File: src/rtl/bstream_pkg.sv
// Shared types and width helpers for the bitstream decoder.
package bstream_pkg;

   typedef enum logic [1:0] {
      IDLE  = 2'd0,
      COUNT = 2'd1,
      HOLD  = 2'd2
   } state_e;

   // Width of the ones counter and of the window counter: must hold 0..WIN.
   function automatic int ones_width(input int winlog);
      return winlog + 1;
   endfunction

   // Width of the decoded result: room for the signed range -WIN..+WIN.
   function automatic int result_width(input int winlog);
      return winlog + 2;
   endfunction

endpackage

File: src/rtl/bstream_wincnt.sv
// Window counter for bstream_decode: counts samples taken in the current
// window and flags the cycle in which the final sample (WIN-1) is taken.
module bstream_wincnt
   import bstream_pkg::*;
#(
   parameter int WINLOG = 8
) (
   input  logic clk,
   input  logic rst_n,
   input  logic clr_i,
   input  logic en_i,
   output logic last_o
);

   localparam int              CW   = ones_width(WINLOG);
   localparam logic [CW-1:0]   LAST = CW'((1 << WINLOG) - 1);

   logic [CW-1:0] cnt_q;
   logic [CW-1:0] cnt_d;

   // Next count: a clear marks sample 0 as taken, so the count restarts at 1.
   always_comb begin
      // NOTE: default assignment first so no path leaves cnt_d unassigned (no latch).
      cnt_d = cnt_q;
      if (clr_i) begin
         cnt_d = CW'(1);
      end else if (en_i) begin
         cnt_d = cnt_q + CW'(1);
      end
   end

   // Count register with synchronous active-low reset.
   always_ff @(posedge clk) begin
      // NOTE: reset is sampled on the clock edge, and <= keeps all flops reading pre-edge values.
      if (!rst_n) begin
         cnt_q <= '0;
      end else begin
         cnt_q <= cnt_d;
      end
   end

   // The sample being taken in this cycle is the last one of the window.
   assign last_o = (cnt_q == LAST);

endmodule

File: src/rtl/bstream_decode.sv
// Unary bitstream decoder: counts the ones in a window of 2^WINLOG samples
// and presents the count on a valid/ready output.
// Optional feature: define BSTREAM_DECODE_BIPOLAR_EN to report 2*ones - WIN
// as a signed two's-complement value instead of the raw ones count.
module bstream_decode
   import bstream_pkg::*;
#(
   parameter int WINLOG = 8,
   parameter int OW     = WINLOG + 2
) (
   input  logic          clk,
   input  logic          rst_n,
   input  logic          in,
   input  logic          start,
   output logic          busy,
   output logic          out_valid,
   input  logic          out_ready,
   output logic [OW-1:0] out_data
);

   localparam int CW = ones_width(WINLOG);

   state_e        state_q;
   logic [CW-1:0] ones_q;
   logic [CW-1:0] ones_d;
   logic [OW-1:0] out_data_q;
   logic [OW-1:0] result_d;
   logic          accept;
   logic          count_en;
   logic          last;

   // A new window may only open from IDLE or from a HOLD whose result is taken now.
   assign accept   = start && ((state_q == IDLE) || ((state_q == HOLD) && out_ready));
   assign count_en = (state_q == COUNT);

   bstream_wincnt #(
      .WINLOG (WINLOG)
   ) u_wincnt (
      .clk    (clk),
      .rst_n  (rst_n),
      .clr_i  (accept),
      .en_i   (count_en),
      .last_o (last)
   );

   // Running ones count including this cycle's sample, and the result it maps to.
   always_comb begin
      ones_d = ones_q + CW'(in);
`ifdef BSTREAM_DECODE_BIPOLAR_EN
      result_d = OW'({ones_d, 1'b0}) - OW'(1 << WINLOG);
`else
      result_d = OW'(ones_d);
`endif
   end

   // Control FSM with ones accumulator and result register.
   always_ff @(posedge clk) begin
      if (!rst_n) begin
         state_q    <= IDLE;
         ones_q     <= '0;
         out_data_q <= '0;
      end else begin
         case (state_q)
            IDLE: begin
               if (start) begin
                  ones_q  <= CW'(in);
                  state_q <= COUNT;
               end
            end
            COUNT: begin
               ones_q <= ones_d;
               if (last) begin
                  out_data_q <= result_d;
                  state_q    <= HOLD;
               end
            end
            HOLD: begin
               if (out_ready) begin
                  if (start) begin
                     ones_q  <= CW'(in);
                     state_q <= COUNT;
                  end else begin
                     state_q <= IDLE;
                  end
               end
            end
            default: begin
               state_q <= IDLE;
            end
         endcase
      end
   end

   assign busy      = (state_q == COUNT);
   assign out_valid = (state_q == HOLD);
   assign out_data  = out_data_q;

endmodule

File: config.mk
export PLATFORM = sky130hd
export DESIGN_NAME = bstream_decode
export DESIGN_NICKNAME = d
export VERILOG_FILES = /design/src/rtl/bstream_pkg.sv /design/src/rtl/bstream_wincnt.sv /design/src/rtl/bstream_decode.sv
export SDC_FILE = /design/constraint.sdc
export NUM_CORES = 1
export LEC_CHECK = 0
export ABC_CLOCK_PERIOD_IN_PS = 1510
export BUFFER_PORTS_ARGS = -buffer_cell sky130_fd_sc_hd__buf_2
export CAP_MARGIN = 10
export CORE_AREA = 5 5 69 71
export CTS_CLUSTER_DIAMETER = 120
export DETAILED_ROUTE_END_ITERATION = 8
export DIE_AREA = 0 0 74 76
export GPL_TIMING_DRIVEN = 0
export SETUP_SLACK_MARGIN = 0.02
export SLEW_MARGIN = 30
export SYNTH_ARGS = -nofsm -noshare
export SYNTH_HDL_FRONTEND = slang
export SYNTH_SLANG_ARGS = --single-unit
File: constraint.sdc
create_clock -name clk -period 1.51 [get_ports clk]
set_input_delay 0.0755 -clock clk [delete_from_list [all_inputs] [get_ports clk]]
set_output_delay 0.0755 -clock clk [all_outputs]
set_load 0.05 [all_outputs]
# == Yosys cells after proc, flatten, opt, wreduce, memory -nomap -nowiden ==
# Cells that the tools add are included.
# word_totals
reg_bits,29
word_cells,34
input_bits,5
out_inout_bits,12
# classes
n_addsub,2
n_reduce_logical,10
bitwise,1
muxes,10
eq_ne,6
# ops
op,n
$pmux W9 S3,1
$mux W9,2
$add A9 B1 Y9,1
$add A9 B1 Y9 const B,1
$eq A9 B8 Y1 const B,1
$mux W2,3
$pmux W2 S3,1
$ne A2 B1 Y1 const B,2
$reduce_and A2 Y1,2
$mux W1,3
$reduce_and A3 Y1,1
$reduce_bool A3 Y1,1
$eq A2 B1 Y1 const B,1
$eq A2 B2 Y1 const B,1
$logic_and A1 B1 Y1,2
$logic_not A2 Y1,1
$ne A2 B2 Y1 const B,1
$reduce_bool A2 Y1,1
$reduce_or A2 Y1,1
$logic_or A1 B1 Y1,1
$not A1 Y1,1

# == Depth between registers and ports, before layout ==
# Gate-level depths: netlist of run 1.
# depth
depth_word,5
mapped_depth,9
depth_no_buf,7

# == Modules after synthesis ==
# A second synthesis of run 1 with hierarchy kept.
# unflattened
cells_unflattened,158
area_unflattened_um2,1380.1
# modules_own_cells
mod,cells_per_inst,area_per_inst_um2,seq_area_each_um2,n_inst
bstream_decode,113,974.7,400.4,1
bstream_wincnt,45,405.4,180.2,1

# == Least setup slack after synthesis of run 1 ==
# No wires, ideal clock.
# synth_path
path_kind,reg2reg
from,reg u_wincnt.cnt_q[0]
to,"reg out_data_q[2], in the netlist out_data[2]"
n_path_buf,2
arrival_time_ns,1.463
path_stages_with_launch,9
required_time_ns,1.394
period_less_slack_ns,1.579
path_slack_ns,-0.069
setup_ns,0.116
path_cell_list,dfxtp_1 ha_1 nand3_1 nor2_1 ha_1 and2_1 buf_4 buf_4 o211a_1
# synth_between
elab_chain_cells,2
# synth_rtl
item,line,text
start: declaration,bstream_wincnt.sv:18,logic [CW-1:0] cnt_q;
start signal: assignment,bstream_wincnt.sv:38,cnt_q <= cnt_d;
$eq A9 B8 Y1,bstream_wincnt.sv:43,assign last_o = (cnt_q == LAST);
$reduce_and A2 Y1 (no line),n/a,
end signal: assignment,bstream_decode.sv:73,out_data_q <= result_d;
end: declaration,bstream_decode.sv:26,logic [OW-1:0] out_data_q;
# No other way between the ends.
# A chain may end at the register's enable or synchronous reset.

# == Worst setup path in the final report of run 1 ==
# layout_path
from,reg u_wincnt.cnt_q[1]
to,"reg out_data_q[2], in the netlist out_data[2]"
# The elaborated chain is that of the path after synthesis.

==> results of run 1 <==
==> repair_timing <==
action                     in CTS  in global routing
cloned                          1                  0
setup buffers                   5                  8
gates resized for setup        21                 18
setup endpoints to repair      13                 20
pin swaps                       4                  5
==> metal layers <==
layer / share of wire / vias to the layer above / track usage
met5: 0 / - / 0
met2: 0.51 / 12 / 0.2021
li1: - / 612 / -
met1: 0.44 / 556 / 0.1525
met4: 0.019 / 0 / 0.04891
met3: 0.026 / 6 / 0.03166
==> cells by family (layout without fill, tap and decap cells) <==
family | count (synthesis) | in the layout
and+or+nand+nor | 63 | 63
adders and majority gates | 4 | 4
buffers and inverters | 10 | 45
AOI/OAI and AO/OA | 35 | 35
other | 1 | 1
muxes | 3 | 3
DFF | 29 | 29
xor gates and xnor gates | 12 | 12
==> worst reg2reg max path: cells and delay by family (launching register included) <==
kind / cells / cell delay, ns
simple gates: 4 / 0.36
flops: 1 / 0.36
compound gates: 1 / 0.11
buf+inv: 2 / 0.24
fa+ha+maj: 2 / 0.32
==> synth_stat cells (all sizes together), types with 2 or more instances <==
| cell type | instances |
|---|---|
| a21oi | 10 |
| xnor2 | 5 |
| nor2b | 6 |
| dfxtp | 29 |
| nand4 | 4 |
| nor3 | 5 |
| inv | 2 |
| clkbuf | 3 |
| o211a | 2 |
| nand3 | 6 |
| xor2 | 7 |
| o221ai | 2 |
| or3 | 2 |
| ha | 4 |
| nand2 | 18 |
| nand2b | 4 |
| buf | 5 |
| a31oi | 4 |
| and3 | 2 |
| nor2 | 11 |
| mux2i | 3 |
| o21ai | 13 |
==> power breakdown <==
part / internal, W / total (W) / switching [W]
clock network: 0.000361 / 0.000644 / 0.000284
registers: 0.000776 / 0.000786 / 0.00000997
logic: 0.0000568 / 0.000140 / 0.0000834
total: 0.00119 / 0.00157 / 0.000377
==> per-stage QoR <==
step / TNS, ns / total power [W] / hold WS [ns]
floorplan: 0 / 0.0008761 / 0.2312
finish: 0 / 0.001571 / 0.1478
global placement: -0.9299 / 0.0009084 / 0.4276
detailed placement: -1.120 / 0.0009092 / 0.4310
CTS: -0.07175 / 0.001573 / 0.1329
global route: -0.8791 / 0.001654 / 0.1669
==> state kept, by name (all words and copies together), names as in the netlist <==
name            cells
state_q             2
ones_q              9
out_data            9
u_wincnt.cnt_q      9
==> path summary, 6_finish.rpt <==
| path | cells after the start | start | end | slack, ns |
|---|---|---|---|---|
| worst max-delay path | 9 | u_wincnt.cnt_q[1] | out_data[2] | 0.01 |
| worst min-delay path | 2 | rst_n | ones_q[2] | 0.15 |
| worst max register to register | 9 | u_wincnt.cnt_q[1] | out_data[2] | 0.01 |
| worst min register to register | 2 | u_wincnt.cnt_q[8] | u_wincnt.cnt_q[8] | 0.49 |
==> layout make-up <==
class | instances | area share
tap | 52 | 0.03495
multi-input combinational | 118 | 0.4597
buffer | 8 | 0.03495
clock buffer | 7 | 0.04637
timing repair buffer | 28 | 0.1028
sequential | 29 | 0.3159
inverter | 2 | 0.005376
==> layout by cell type (no fill, tap or decap), types with 2 or more instances in the layout <==
cell type,synthesis,final
dfxtp_1,29,23
o221ai_1,2,2
a31oi_1,4,4
nor3_1,4,2
o21ai_2,0,5
a21oi_2,1,3
a21oi_1,9,7
buf_4,3,15
nor2b_1,6,6
nor2_1,11,10
ha_4,0,3
xnor2_1,5,5
nand2b_1,4,4
clkbuf_8,0,6
dfxtp_2,0,6
and3_1,2,2
o21ai_1,8,2
clkbuf_1,3,3
nand3_1,4,3
nand2_1,18,17
o211a_1,2,2
xor2_1,7,7
mux2i_1,3,3
o21ai_0,5,5
buf_2,2,14
nor3_2,1,2
nand4_1,4,4
buf_8,0,2
nand3_4,1,2
==> reports/results.md, run 1 <==
| Result | This run | Unit |
| --- | --- | --- |
| Run status | finished, final reports clean | - |
| Area occupied by multi-input gates | 855.8 | um2 |
| Layout overhead on the synthesized area | 35.52 | % |
| ANT cells | 0 | - |
| Gpl congestion | 0.7360 | - |
| Unrepaired setup endpoints after global routing | yes | - |
| Total I/O pin count | 17 | - |
| Total global routing overflow | 0 | - |
| Syn_nets | 166 | - |
| Classification of the worst-slack hold path | input port to register | - |
| Leading area contributor after synthesis | dfxtp_1 | - |
| Die W | 74 | um |
| Total CTS buffers | 5 | - |
| Largest cells by area after synthesis | dfxtp_1, nand2_1, xor2_1, ha_1, a21oi_1 | - |
| Number of instances in the synthesized netlist | 157 | - |
| Total placed cells including tap cells | 224 | - |
| Post-detailed-routing wire length | 3.079 | mm |
| Post-synth top flop | dfxtp_1 | - |
| Post-Route Utilization | 0.4460 | - |
| Headroom to the max-slew limit | 0.5511 | - |
| WP data required | 1.69 | ns |
| Xor/xnor cell area share of the yosys netlist | 0.07650 | - |
| Count of buffering cells on the critical path with inverters included | 2 | - |
| Total of buffers placed on input and output ports | 15 | - |
| Pin count of the biggest net entering global routing | 11 | - |
| DRC violations left | 0 | - |
| Area of the die | 5624 | um2 |
| Capturing element type of the critical path | register | - |
| Critical path's top delay family | flip-flops | - |
| Drt wl/cell | 12.62 | um |
| Clock buffer depth | 2 | - |
| Placement row count | 24 | - |
| First-pass GRT wire length | 5.478 | mm |
| Floorplan die height | 76 | um |
| Post-synth EDFFs | 0 | - |
| Placeable core region | 4174 | um2 |
| Count of nets left with antenna violations after detail routing | 0 | - |
| Routed vias | 1186 | - |
| Delay of the slowest cell on the worst path | 0.36 | ns |
| Final hold violations | 0 | - |
| DRC marker count from the first detailed-route iteration | 38 | - |
| Share of cells above drive strength 1 | 0.3646 | - |
| Pre-CTS setup slack | -0.1847 | ns |
| CP Cell Sequence | ha_4 -> nand3_2 -> nor2_2 -> ha_2 -> and2_4 -> buf_8 -> buf_8 -> nand2_2 -> o211a_1 | - |
| Period utilisation layout | 0.9936 | - |
| Max Fanout on Critical Path | 5 | - |
| Share of the synthesized area in compound gates (AO/OA/AOI/OAI) | 0.1539 | - |
| Number of slew-limit violations in the final report | 0 | - |
| Fin worst setup slack | 0.009715 | ns |
| Number of hold buffers added after CTS | 0 | - |
| Detail-routed via count per cell | 4.861 | - |
| Effective utilization at floorplan | 0.3291 | - |
| Number of distinct library cells after synthesis | 40 | - |
| Number of global-route vias before repair | 1166 | - |
| Post-synthesis async set-or-reset flop share | 0 | - |
| Half-perimeter wire length after detailed placement | 1.991 | mm |
| Worst Tran Pin Value | 0.6734 | ns |
| Max-capacitance violation count | 0 | - |
| Worst Path Class, Setup | register to register | - |
| Worst-Skew Late Latency | 0.28 | ns |
| Cell repeated most along the worst path | buf_8 | - |
| Final min period | 1.500 | ns |
| Number of warning messages in the yosys log | 0 | - |
| Adder and majority gate portion of the synthesized area | 0.03643 | - |
| Critical-path cell with the highest stage delay | dfxtp_2 | - |
| Post-route standard cell area excluding fillers | 1862 | um2 |
| Average instance area after synthesis | 8.750 | um2 |
| Initial antenna violation count | 0 | - |
| Number of levels the H-tree was split into | 2 | - |
| Cell area after synthesis | 1374 | um2 |
| Clock tree from TritonCTS | done | - |
| P_leak | 0.7171 | nW |
| IR Drop Worst-Case VDD | 0.4539 | mV |
| Largest family of logic cells by synthesized area | simple AND/OR/NAND/NOR gates | - |
| Area share of the largest cell type after synthesis | 0.4226 | - |
| Clock-pin slew on the worst setup and hold paths | 0.06 | ns |
| Part of the Yosys area used for sequential elements | 0.4226 | - |
| Root buffer cell | clkbuf_8 | - |
| WP data arrival | 1.68 | ns |
| Post-Place Cell Area | 1530 | um2 |
| Simple-gate share of the synthesized area | 0.2486 | - |
| Number of setup violations in the final report | 0 | - |
| Max Clk Rate | 666.5 | MHz |
| Total routing usage reported by global routing | 0.1239 | - |
| Multiplexer share of the synthesized area | 0.02186 | - |
| Flops & latches, synth | 29 | - |
| Sequential cell area in the final layout | 588.1 | um2 |
| Startpoint Class | register | - |
| Power density relative to cell area | 843.7 | nW/um2 |
| Filler cell count | 437 | - |
| Number of nets at the end of the flow | 201 | - |
| Pre-antenna DRT Iters | 3 | - |
| CTS sink count | 29 | - |
| Non-Filler Instances | 244 | - |
| Clock skew after layout | 0.007301 | ns |
Power figures use the tool's default switching activity.
==> run 2: changes to the inputs <==
--- a/config.mk
+++ b/config.mk
@@ -5,7 +5,7 @@
 export SDC_FILE = /design/constraint.sdc
 export NUM_CORES = 1
 export LEC_CHECK = 0
-export ABC_CLOCK_PERIOD_IN_PS = 1510
+export ABC_CLOCK_PERIOD_IN_PS = 1500
 export BUFFER_PORTS_ARGS = -buffer_cell sky130_fd_sc_hd__buf_2
 export CAP_MARGIN = 10
 export CORE_AREA = 5 5 69 71
==> constraint.sdc (replaced) <==
create_clock -name clk -period 1.5 [get_ports clk]
set_input_delay 0.075 -clock clk [delete_from_list [all_inputs] [get_ports clk]]
set_output_delay 0.075 -clock clk [all_outputs]
set_load 0.05 [all_outputs]
==> run 2 against run 1 <==
  * Total power grew 0.55%
  * Sequential share of layout area grew 0.085 points
  * Sequential power is 0.9% higher
  * Register-to-register slack about the same
  * First-iteration DRC count increased by 68%
  * Global-route usage increased by 0.25 points
  * Hold slack worse by 0.0054 ns
  * Worst setup slack better by 0.013 ns
  * Via count shrank 0.93%
  * Combinational power barely moved
  * Clock skew fell by 0.0043 ns
  * Critical path type unchanged
  * Largest cell class unchanged
  * Largest power group unchanged
==> reports/results.md, run 2 (synthesis gave the netlist of run 1 again) <==
| Result | This run | Unit |
| --- | --- | --- |
| Pre-CTS setup slack | -0.1736 | ns |
| Total of buffers placed on input and output ports | 15 | - |
| Classification of the worst-slack hold path | input port to register | - |
| Post-detailed-routing wire length | 3.147 | mm |
| Max-capacitance violation count | 0 | - |
| Count of buffering cells on the critical path with inverters included | 1 | - |
| Leading cell types in the layout, fill and taps excluded | dfxtp_1, nand2_1, buf_2 | - |
| Number of setup violations in the final report | 0 | - |
| Gpl congestion | 0.7275 | - |
| Root buffer cell | clkbuf_8 | - |
| Count of cells along the worst hold path | 3 | - |
| R2r startpoint | u_wincnt.cnt_q[1] | - |
| Floorplan die height | 76 | um |
| Number of slew-limit violations in the final report | 0 | - |
| Critical-path cell with the highest stage delay | dfxtp_2 | - |
| Critical path's top delay family | simple AND/OR/NAND/NOR gates | - |
| Reg2Reg Depth | 8 | - |
| Setup slack, reg-to-reg | 0.02 | ns |
| Half-perimeter wire length after detailed placement | 1.970 | mm |
| Number of nets at the end of the flow | 197 | - |
| Die W | 74 | um |
| Power density relative to cell area | 850.7 | nW/um2 |
| Pin count of the biggest net entering global routing | 11 | - |
| IR Drop Worst-Case VDD | 0.5139 | mV |
| Final min period | 1.477 | ns |
| Total I/O pin count | 17 | - |
| Post-Route Utilization | 0.4448 | - |
| Count of nets left with antenna violations after detail routing | 0 | - |
| Placeable core region | 4174 | um2 |
| Total routing usage reported by global routing | 0.1263 | - |
| Run status | finished, final reports clean | - |
| Endpoint of the worst register-to-register path | out_data[2] | - |
| Capturing element type of the critical path | register | - |
| Headroom to the max-slew limit | 0.5417 | - |
| Number of hold buffers added after CTS | 0 | - |
| P_leak | 0.6968 | nW |
| Area of the die | 5624 | um2 |
| DRC violations left | 0 | - |
| Effective utilization at floorplan | 0.3291 | - |
| Startpoint Class | register | - |
| Non-Filler Instances | 240 | - |
| Max Fanout on Critical Path | 6 | - |
| CP Cell Sequence | ha_4 -> nand3_2 -> nor2_2 -> ha_2 -> and2_4 -> buf_8 -> nand2_2 -> o211a_1 | - |
| Unrepaired setup endpoints after global routing | yes | - |
| DRC marker count from the first detailed-route iteration | 64 | - |
| Placement row count | 24 | - |
| Worst Path Class, Setup | register to register | - |
| Share of cells above drive strength 1 | 0.3670 | - |
| CTS sink count | 29 | - |
| ANT cells | 0 | - |
| Total global routing overflow | 0 | - |
| Layout overhead on the synthesized area | 35.15 | % |
| Clock skew after layout | 0.002966 | ns |
| Setup TNS Final | 0 | ns |
| Number of global-route vias before repair | 1158 | - |
| Leading cell type in the layout, fill and taps excluded | dfxtp_1 | - |
| Final hold violations | 0 | - |
| Fin worst setup slack | 0.02280 | ns |
| Total CTS buffers | 5 | - |
| Clock tree from TritonCTS | done | - |
| Total placed cells including tap cells | 224 | - |
| First-pass GRT wire length | 5.423 | mm |
| Pre-antenna DRT Iters | 4 | - |
| Clock-pin slew on the worst setup and hold paths | 0.06 | ns |
| WP data required | 1.68 | ns |
| Worst Tran Pin Value | 0.6875 | ns |
| Clock buffer depth | 2 | - |
| Max Clk Rate | 677.0 | MHz |
| Hold Startpoint | out_ready | - |
| Initial antenna violation count | 0 | - |
| Worst-Skew Late Latency | 0.28 | ns |
| Period utilisation layout | 0.9848 | - |
| Delay of the slowest cell on the worst path | 0.35 | ns |
| Final Total Pwr | 0.001579 | W |
| Routed vias | 1175 | - |
| Number of levels the H-tree was split into | 2 | - |
| End of the worst hold path | state_q[1] | - |
| WP data arrival | 1.66 | ns |
| Drt wl/cell | 13.11 | um |
| Detail-routed via count per cell | 4.896 | - |
-- run 2: cell count changes in the layout (fill, tap and decap cells not counted), sizes merged --
cell,change
buf,-4
-- run 2: worst register-to-register path, delay by kind of cell (launching register included) --
kind / cells / cell delay, ns
AND/OR/NAND/NOR: 4 / 0.43
flip-flops: 1 / 0.35
adder cells (fa/ha/maj): 2 / 0.33
buffers and inverters: 1 / 0.14
AO/OA/AOI/OAI: 1 / 0.11
-- run 2: repair_timing --
action / 4_1_cts / 5_1_grt
cloned: 1 / 0
endpoints found under the setup margin: 13 / 21
gates resized for setup: 26 / 17
buffers inserted: 6 / 4
pin swaps: 4 / 4
-- run 2: per-layer routing --
metal / wire length, um / vias up / track usage
met4: 70 / 0 / 0.07065
met5: 0 / - / 0
met2: 1516 / 13 / 0.1906
met1: 1451 / 546 / 0.1592
li1: - / 608 / -
met3: 109 / 8 / 0.03430
-- run 2: cell type report --
| cell class | instances | area, um2 |
|---|---|---|
| repair buffers | 25 | 176.4 |
| flip-flops and latches | 29 | 588.1 |
| plain buffers | 7 | 50.05 |
| inverters | 2 | 10.01 |
| clock buffers | 7 | 86.33 |
| well taps | 52 | 65.06 |
| fillers | 422 | 2317 |
| multi-input cells | 118 | 880.8 |
-- run 2: through the flow --
stage | cell area (um2) | hold WS [ns]
2_1_floorplan | 1394 | 0.2307
3_3_place_gp | 1534 | 0.4259
3_5_place_dp | 1534 | 0.4415
4_1_cts | 1804 | 0.1354
5_1_grt | 1857 | 0.1475
6_report | 1857 | 0.1424
-- run 2: worst max-delay path by stage --
stage / start / to / slack [ns] / cells past startpoint
final: u_wincnt.cnt_q[1] / out_data[2] / 0.02 / 8
after CTS: u_wincnt.cnt_q[0] / out_data[2] / -0.03 / 9
after floorplan: u_wincnt.cnt_q[1] / out_data[2] / 0.02 / 8
after detailed placement: u_wincnt.cnt_q[1] / out_data[2] / -0.17 / 9
after global routing: u_wincnt.cnt_q[1] / out_data[3] / -0.09 / 8
after global placement: u_wincnt.cnt_q[1] / out_data[2] / -0.15 / 9
-- run 2: report_power, final --
part	internal, W	switching (W)	total [W]	leakage (nW)
Clock	0.000363	0.000285	0.000648	0.0443
Sequential	0.000782	0.0000111	0.000793	0.237
Combinational	0.0000543	0.0000837	0.000138	0.415
